[src/rtl/sub_pkg.sv]
// Shared definitions for the nibble-serial subtractor: nibble size, FSM states and
// the step-counter width helper.
package sub_pkg;

    localparam int unsigned NIBBLE = 4;

    typedef enum logic [1:0] {
        IDLE,
        RUN,
        DONE
    } state_t;

    // Width of the nibble step counter; never narrower than one bit.
    function automatic int unsigned cnt_width(int unsigned width);
        int unsigned steps;
        steps = width / NIBBLE;
        return (steps <= 1) ? 1 : $clog2(steps);
    endfunction

endpackage

[src/rtl/nibble_borrow_slice.sv]
// Combinational 4-bit borrow-ripple subtractor: d = x - y - br_in, built from four
// single-bit full-subtractor stages.
module nibble_borrow_slice
    import sub_pkg::*;
(
    input  logic [NIBBLE-1:0] x,
    input  logic [NIBBLE-1:0] y,
    input  logic              br_in,
    output logic [NIBBLE-1:0] d,
    output logic              br_out
);

    logic br;

    // The borrow chain is a procedural variable so the ripple stays a single
    // combinational block instead of a self-referencing vector.
    always_comb begin
        br = br_in;
        d  = '0;
        for (int i = 0; i < NIBBLE; i++) begin
            d[i] = x[i] ^ y[i] ^ br;
            br   = (~x[i] & y[i]) | (~(x[i] ^ y[i]) & br);
        end
        br_out = br;
    end

endmodule

[src/rtl/nibble_serial_subtractor.sv]
// Multi-cycle subtractor: diff = a - b - bin, one nibble per clock, low nibble first,
// behind valid/ready handshakes. Define SUB_SIGNED_OVF_EN to build the signed overflow flag.
module nibble_serial_subtractor
    import sub_pkg::*;
#(
    parameter int unsigned WIDTH = 16
) (
    input  logic             clk,
    input  logic             rst,
    input  logic             in_valid,
    output logic             in_ready,
    input  logic [WIDTH-1:0] a,
    input  logic [WIDTH-1:0] b,
    input  logic             bin,
    output logic             out_valid,
    input  logic             out_ready,
    output logic [WIDTH-1:0] diff,
    output logic             bout,
    output logic             ovf
);

    localparam int unsigned STEPS = WIDTH / NIBBLE;
    localparam int unsigned CW    = cnt_width(WIDTH);
    localparam logic [CW-1:0] LAST = CW'(STEPS - 1);

    generate
        if (WIDTH < NIBBLE || (WIDTH % NIBBLE) != 0) begin : g_bad_width
            $error("nibble_serial_subtractor: WIDTH must be a nonzero multiple of 4");
        end
    endgenerate

    state_t            state;
    logic [WIDTH-1:0]  a_q;
    logic [WIDTH-1:0]  b_q;
    logic              br_q;
    logic [CW-1:0]     cnt_q;

    logic [NIBBLE-1:0] x;
    logic [NIBBLE-1:0] y;
    logic [NIBBLE-1:0] d;
    logic              br_next;

    assign x = a_q[NIBBLE*cnt_q +: NIBBLE];
    assign y = b_q[NIBBLE*cnt_q +: NIBBLE];

    nibble_borrow_slice u_slice (
        .x      (x),
        .y      (y),
        .br_in  (br_q),
        .d      (d),
        .br_out (br_next)
    );

    assign in_ready = (state == IDLE);

`ifdef SUB_SIGNED_OVF_EN
    logic ovf_q;
    assign ovf = ovf_q;
`else
    assign ovf = 1'b0;
`endif

    always_ff @(posedge clk or posedge rst) begin
        if (rst) begin
            state     <= IDLE;
            a_q       <= '0;
            b_q       <= '0;
            br_q      <= 1'b0;
            cnt_q     <= '0;
            diff      <= '0;
            bout      <= 1'b0;
            out_valid <= 1'b0;
`ifdef SUB_SIGNED_OVF_EN
            ovf_q     <= 1'b0;
`endif
        end else begin
            unique case (state)
                IDLE: begin
                    if (in_valid) begin
                        a_q   <= a;
                        b_q   <= b;
                        br_q  <= bin;
                        cnt_q <= '0;
                        state <= RUN;
                    end
                end
                RUN: begin
                    diff[NIBBLE*cnt_q +: NIBBLE] <= d;
                    br_q  <= br_next;
                    cnt_q <= cnt_q + 1'b1;
                    if (cnt_q == LAST) begin
                        state     <= DONE;
                        out_valid <= 1'b1;
                        bout      <= br_next;
`ifdef SUB_SIGNED_OVF_EN
                        // The top nibble is written this cycle, so its MSB is the result sign.
                        ovf_q <= (a_q[WIDTH-1] != b_q[WIDTH-1]) & (d[NIBBLE-1] != a_q[WIDTH-1]);
`endif
                    end
                end
                DONE: begin
                    if (out_ready) begin
                        out_valid <= 1'b0;
                        state     <= IDLE;
                    end
                end
                default: state <= IDLE;
            endcase
        end
    end

endmodule
[config.mk]
export PLATFORM = sky130hd
export DESIGN_NAME = nibble_serial_subtractor
export DESIGN_NICKNAME = d
export VERILOG_FILES = /design/src/rtl/sub_pkg.sv /design/src/rtl/nibble_borrow_slice.sv /design/src/rtl/nibble_serial_subtractor.sv
export SDC_FILE = /design/constraint.sdc
export NUM_CORES = 1
export LEC_CHECK = 0
export ABC_AREA = 1
export CAP_MARGIN = 20
export CORE_ASPECT_RATIO = 0.7
export CORE_MARGIN = 3
export CORE_UTILIZATION = 30
export DETAILED_ROUTE_END_ITERATION = 8
export HOLD_SLACK_MARGIN = 0.05
export PLACE_DENSITY = 0.52
export SKIP_CTS_REPAIR_TIMING = 1
export SYNTH_ARGS = -nofsm -noshare
export SYNTH_HDL_FRONTEND = slang
export SYNTH_HIERARCHICAL = 1
export SYNTH_SLANG_ARGS = --single-unit
[constraint.sdc]
create_clock -name clk -period 3 [get_ports clk]
set_input_delay 0.3 -clock clk [delete_from_list [all_inputs] [get_ports clk]]
set_output_delay 0.3 -clock clk [all_outputs]
set_load 0.05 [all_outputs]
=== Word-level counts from Yosys, hierarchy flattened ===
Cells that the tools add are included.

* Bits of input ports: 37
* Word-level logic and storage cells: 68
* Output and inout port bits: 20
* Flip-flop bits (word level): 55

* Mux-type cells: 12
* Add/sub/neg operators: 2
* Shift-type cells: 4
* Bitwise gates (word level): 28
* Equal/unequal tests: 6
* Reductions and logical operators: 8

{| class="wikitable"
|+ Operators by type and width
! cell !! number
|-
| negator 4 -> 34 bit || 1
|-
| variable shift 4 x 34 -> 16 bit, first input constant || 1
|-
| variable part select 4 x 34 -> 16 bit || 1
|-
| variable part select 16 x 5 -> 4 bit || 2
|-
| bitwise mux 16 bit || 1
|-
| bitwise AND 1 bit || 8
|-
| 2-to-1 mux 2 bit || 4
|-
| inverter 1 bit || 8
|-
| XOR 1 bit || 8
|-
| inequality test 2 bit, second input constant || 3
|-
| case mux 2 bit (3 select lines) || 1
|-
| AND reduction 2 bit || 3
|-
| AND reduction 3 bit || 2
|-
| equality test 2 bit, second input constant || 2
|-
| OR 1 bit || 4
|-
| case mux 1 bit (2 select lines) || 2
|-
| case mux 2 bit (2 select lines) || 1
|-
| nonzero test 2 bit || 2
|-
| 2-to-1 mux 1 bit || 3
|-
| adder 2 x 1 -> 2 bit, second input constant || 1
|-
| equality test 2 x 1 -> 1 bit, second input constant || 1
|-
| logical NOT 2 bit || 1
|}

=== Longest topological paths before layout ===
* Depth in word-level cells: 12
* Mapped depth: 16
* Depth with buffers taken out: 15

=== Hierarchy ===
Netlist, hierarchy kept.

{| class="wikitable"
|+ By module, submodules not included
! module !! seq. area each (um^2) !! cells each !! area each (um^2) !! times used
|-
| nibble_serial_subtractor || 1376.3 || 332 || 2665.1 || 1
|-
| nibble_borrow_slice || 0.0 || 14 || 117.6 || 1
|}

=== Least setup slack after synthesis ===
No wires, ideal clock.

* Kind: register to register
* Start point: register cnt_q[1]
* End point: register diff[15]
* Path slack: 0.193 ns
* Arrival: 2.690 ns
* Stages on the path, launching flop included: 16
* Clock period less this slack: 2.807 ns
* Buffers on the path: 1
* Data required time: 2.882 ns
* Library setup time: 0.118 ns
* Path through: dfrtp_1 buf_2 clkinv_1 o211ai_1 nand2_1 inv_1 fa_1 inv_1 fa_1 fa_1 inv_1 fa_1 nand2_1 nor2_1 nand2_1 nand2_1

* Longest elaborated chain between the ends: 12
* Elaborated cells on any way between the ends: 29
* Those cells by class: add/sub (1); shift (4); mux (1); bitwise (23)

{| class="wikitable"
|+ Ends and longest elaborated chain
! item !! line !! RTL
|-
| from (decl) || nibble_serial_subtractor.sv:36 || <nowiki>logic [CW-1:0] cnt_q;</nowiki>
|-
| from (signal assigned) || nibble_serial_subtractor.sv:90 || <nowiki>cnt_q <= cnt_q + 1'b1;</nowiki>
|-
| variable part select 16 x 5 -> 4 bit * || nibble_serial_subtractor.sv:44 || <nowiki>assign y = b_q[NIBBLE*cnt_q +: NIBBLE];</nowiki>
|-
| net y[0] || nibble_serial_subtractor.sv:39 || <nowiki>logic [NIBBLE-1:0] y;</nowiki>
|-
| XOR 1 bit || nibble_borrow_slice.sv:22 || <nowiki>br = (~x[i] & y[i]) | (~(x[i] ^ y[i]) & br);</nowiki>
|-
| inverter 1 bit || nibble_borrow_slice.sv:22 ||
|-
| bitwise AND 1 bit || nibble_borrow_slice.sv:22 ||
|-
| OR 1 bit * || nibble_borrow_slice.sv:22 ||
|-
| bitwise AND 1 bit * || nibble_borrow_slice.sv:22 ||
|-
| OR 1 bit * || nibble_borrow_slice.sv:22 ||
|-
| bitwise AND 1 bit * || nibble_borrow_slice.sv:22 ||
|-
| OR 1 bit * || nibble_borrow_slice.sv:22 ||
|-
| XOR 1 bit * || nibble_borrow_slice.sv:21 || <nowiki>d[i] = x[i] ^ y[i] ^ br;</nowiki>
|-
| net d[3] || nibble_serial_subtractor.sv:40 || <nowiki>logic [NIBBLE-1:0] d;</nowiki>
|-
| variable part select 4 x 34 -> 16 bit * || nibble_serial_subtractor.sv:88 || <nowiki>diff[NIBBLE*cnt_q +: NIBBLE] <= d;</nowiki>
|-
| bitwise mux 16 bit * || nibble_serial_subtractor.sv:88 ||
|-
| to (signal assigned) || nibble_serial_subtractor.sv:70 || <nowiki>diff <= '0;</nowiki>
|-
| to (signal, indexed assignment) || nibble_serial_subtractor.sv:88 ||
|-
| to (decl) || nibble_serial_subtractor.sv:17 || <nowiki>output logic [WIDTH-1:0] diff,</nowiki>
|}

Mark *: on every way through the listed nets, which the timed path passes. The rest lies on a longest branch.
A chain may end at the register's enable or synchronous reset.

=== Worst setup path after layout ===
* Start point: register cnt_q[1]
* End point: register diff[7]

The elaborated chain is that of the path after synthesis.

==> metrics <==
first-pass detailed-route iteration total 4; Startpoint Class register; CTS tree built; grt ovf 0; pre-CTS setup slack 0.0842 ns; Distinct cells, synth 20; clk_lat worst skew 0.30 ns; PD cells 1160 mW/mm^2; fillers 927; GRT Util Overall 0.133; Rows 28; routed wire length around 6.5 mm; max cap viols 0; worst setup margin 0.221 ns; drt drc 0; Worst VDD drop about 0.36 mV; Yosys warnings 6; pin count of the biggest net entering global routing between 50 and 60; worst min-delay path category register to register; Core ar. approximately 0.0087 sq mm; placed cells between 500 and 600; Die W 121 um; final instance area 0.00359 sq mm; delay-heaviest family, CP adder cells; Max Fclk 0.360 GHz; Crit path depth 14; slowest CP cell dfrtp_2; Syn Inst Count about 350; Hold Fails Final Rpt 0; worst min-delay path startpoint a_q[9]; Final #Nets around 450; area grow syn2layout 28.9%; RSZ-0062 raised after global routing no; Critical Path Start cnt_q[1]; cts bufs inserted 5; DIE HEIGHT slightly below 90 um; Worst Hold Path Cells 2; HPWL after detailed placement 4.81 mm; reg2reg path depth 14; synthesized area 0.00278 sq mm; Mean Syn Cell Area 8.04 sq um; register area share after synthesis 0.495; Critical path buffers and inverters 4; Post-Syn Nets about 390; Starting Density 0.319; Final Critical Period 2.78 ns; worst r2r src cnt_q[1]; max incr delay on CP 0.46 ns; CTS Root Buffer Type clkbuf_16; worst slew pin tran 0.705 ns; critical path class register to register; DR WL/cell ~13 um; Worst-path clk slew 0.07 ns; Rel. slew slack 0.530; placed cell areas 0.00342 sq mm; Seq cells post-synth 55; final setup fails 0; port bufs 55; die area 0.0105 sq mm; Reg area 0.00138 sq mm; Setup TNS Final 0 ns; Final Max Slew Viols 0; CP Capture Type register; crit-path cells buf_4 -> o211ai_1 -> nand2_1 -> inv_1 -> fa_1 -> inv_1 -> fa_1 -> fa_1 -> inv_1 -> fa_1 -> nand2_1 -> nor2_1 -> nand2_1 -> nand2_1; first-pass GRT wire length 11.2 mm; antenna violation net count after detailed routing 0; Multi-input gate area 0.00116 sq mm; # IOs 57; number of global-route vias before repair 2346; Non-Filler Instances 521; GP Congestion 0.815; initial DRC count 168; Vias/cell between 4 and 5; Post-Route Skew 0.00755 ns; CTS Buffer Depth 2; crit path max fanout 8; crit share post-route 0.926; P_leak 1.84 nW; layout cell share with drive strength beyond 1 0.0623; Num Clock Sinks 55; Ant. Diodes 0; hold slack between 0.4 and 0.5 ns; CP arrival approximately 3 ns; WP data required about 3.2 ns; Vias between 2000 and 2500; status complete, no violations; antenna violations before repair 0; H-Tree Depth 2
[cells in the final DEF (no fill, tap or decap), drive strengths merged]
| cell type | n |
|---|---|
| buf | 8 |
| clkbuf | 5 |
| clkdlybuf4s50 | 55 |
| clkinv | 2 |
| clkinvlp | 2 |
| conb | 1 |
| dfrtp | 55 |
| fa | 4 |
| ha | 6 |
| inv | 34 |
| nand2 | 153 |
| nand3 | 40 |
| nor2 | 15 |
| o211ai | 16 |
| o21ai | 4 |
| o31ai | 1 |
[routing by layer]
layer,global-route usage,wire (um),vias up
met5,0,0,-
met4,0.0340,38,0
met3,0.0320,356,6
met2,0.186,2610,53
met1,0.205,3520,1060
li1,-,-,1185
[layout make-up]
type | count | share of cell area
flip-flops and latches | 55 | 0.384
multi-input cells | 240 | 0.323
repair buffers | 63 | 0.170
well taps | 120 | 0.0419
inverters | 35 | 0.0384
clock buffers | 5 | 0.0349
clock inverters | 3 | 0.00698
[state kept, by name, summed over array words and instances, names as in the netlist]
| signal | cells |
|---|---|
| a_q | 16 |
| br_q | 1 |
| cnt_q | 2 |
| state | 2 |
| diff | 16 |
| b_q | 16 |
| out_valid | 1 |
| bout | 1 |
[synth_stat cells]
cell type | count | area share
nand2_1 | 152 | 0.21
dfrtp_1 | 55 | 0.49
nand3_1 | 39 | 0.070
inv_1 | 32 | 0.043
o211ai_1 | 16 | 0.043
nor2_1 | 13 | 0.018
buf_2 | 8 | 0.014
ha_1 | 6 | 0.027
buf_4 | 4 | 0.011
buf_6 | 4 | 0.016
fa_1 | 4 | 0.029
o21ai_0 | 4 | 0.0072
inv_2 | 2 | 0.0027
clkinv_1 | 1 | 0.0013
conb_1 | 1 | 0.0013
nand2_4 | 1 | 0.0040
nand3_2 | 1 | 0.0036
nor2_2 | 1 | 0.0022
nor2_4 | 1 | 0.0040
o31ai_1 | 1 | 0.0027
[worst register-to-register path: cells and delay by family (launching register included)]
| family | cells | cell delay [ns] |
|---|---|---|
| buffers and inverters | 4 | 0.40 |
| flip-flops | 1 | 0.46 |
| adder cells (fa/ha/maj) | 4 | 1.36 |
| AND/OR/NAND/NOR | 5 | 0.35 |
| AO/OA/AOI/OAI | 1 | 0.09 |
[power by group]
| group | switching, mW | leakage (nW) | internal (mW) |
|---|---|---|---|
| clock | 0.273 | 0.0700 | 0.313 |
| combinational | 1.49 | 1.07 | 0.775 |
| sequential | 0.226 | 0.701 | 1.07 |
[stage by stage]
step,power (mW),utilization
2_1_floorplan,2.92,-
3_3_place_gp,3.56,0.392
3_5_place_dp,3.57,0.392
4_1_cts,4.19,0.409
5_1_grt,4.56,0.411
6_report,4.15,0.411
[path summary, 6_finish.rpt]
path                       slack [ns]         to
max                              0.22    diff[7]
min                              0.48     a_q[9]
max reg2reg                      0.22    diff[7]
min reg2reg                      0.48     a_q[9]
max in group asynchronous        2.00   cnt_q[1]
min in group asynchronous        0.52  out_valid
[cell families after synthesis]
family	after synthesis	synth area share
and+or+nand+nor	208	0.307
DFF	55	0.495
buffers and inverters	51	0.0886
AOI/OAI and AO/OA	21	0.0531
adders and majority gates	10	0.0558
other	1	0.00135
Note: power is estimated with default switching activity, not from simulation.
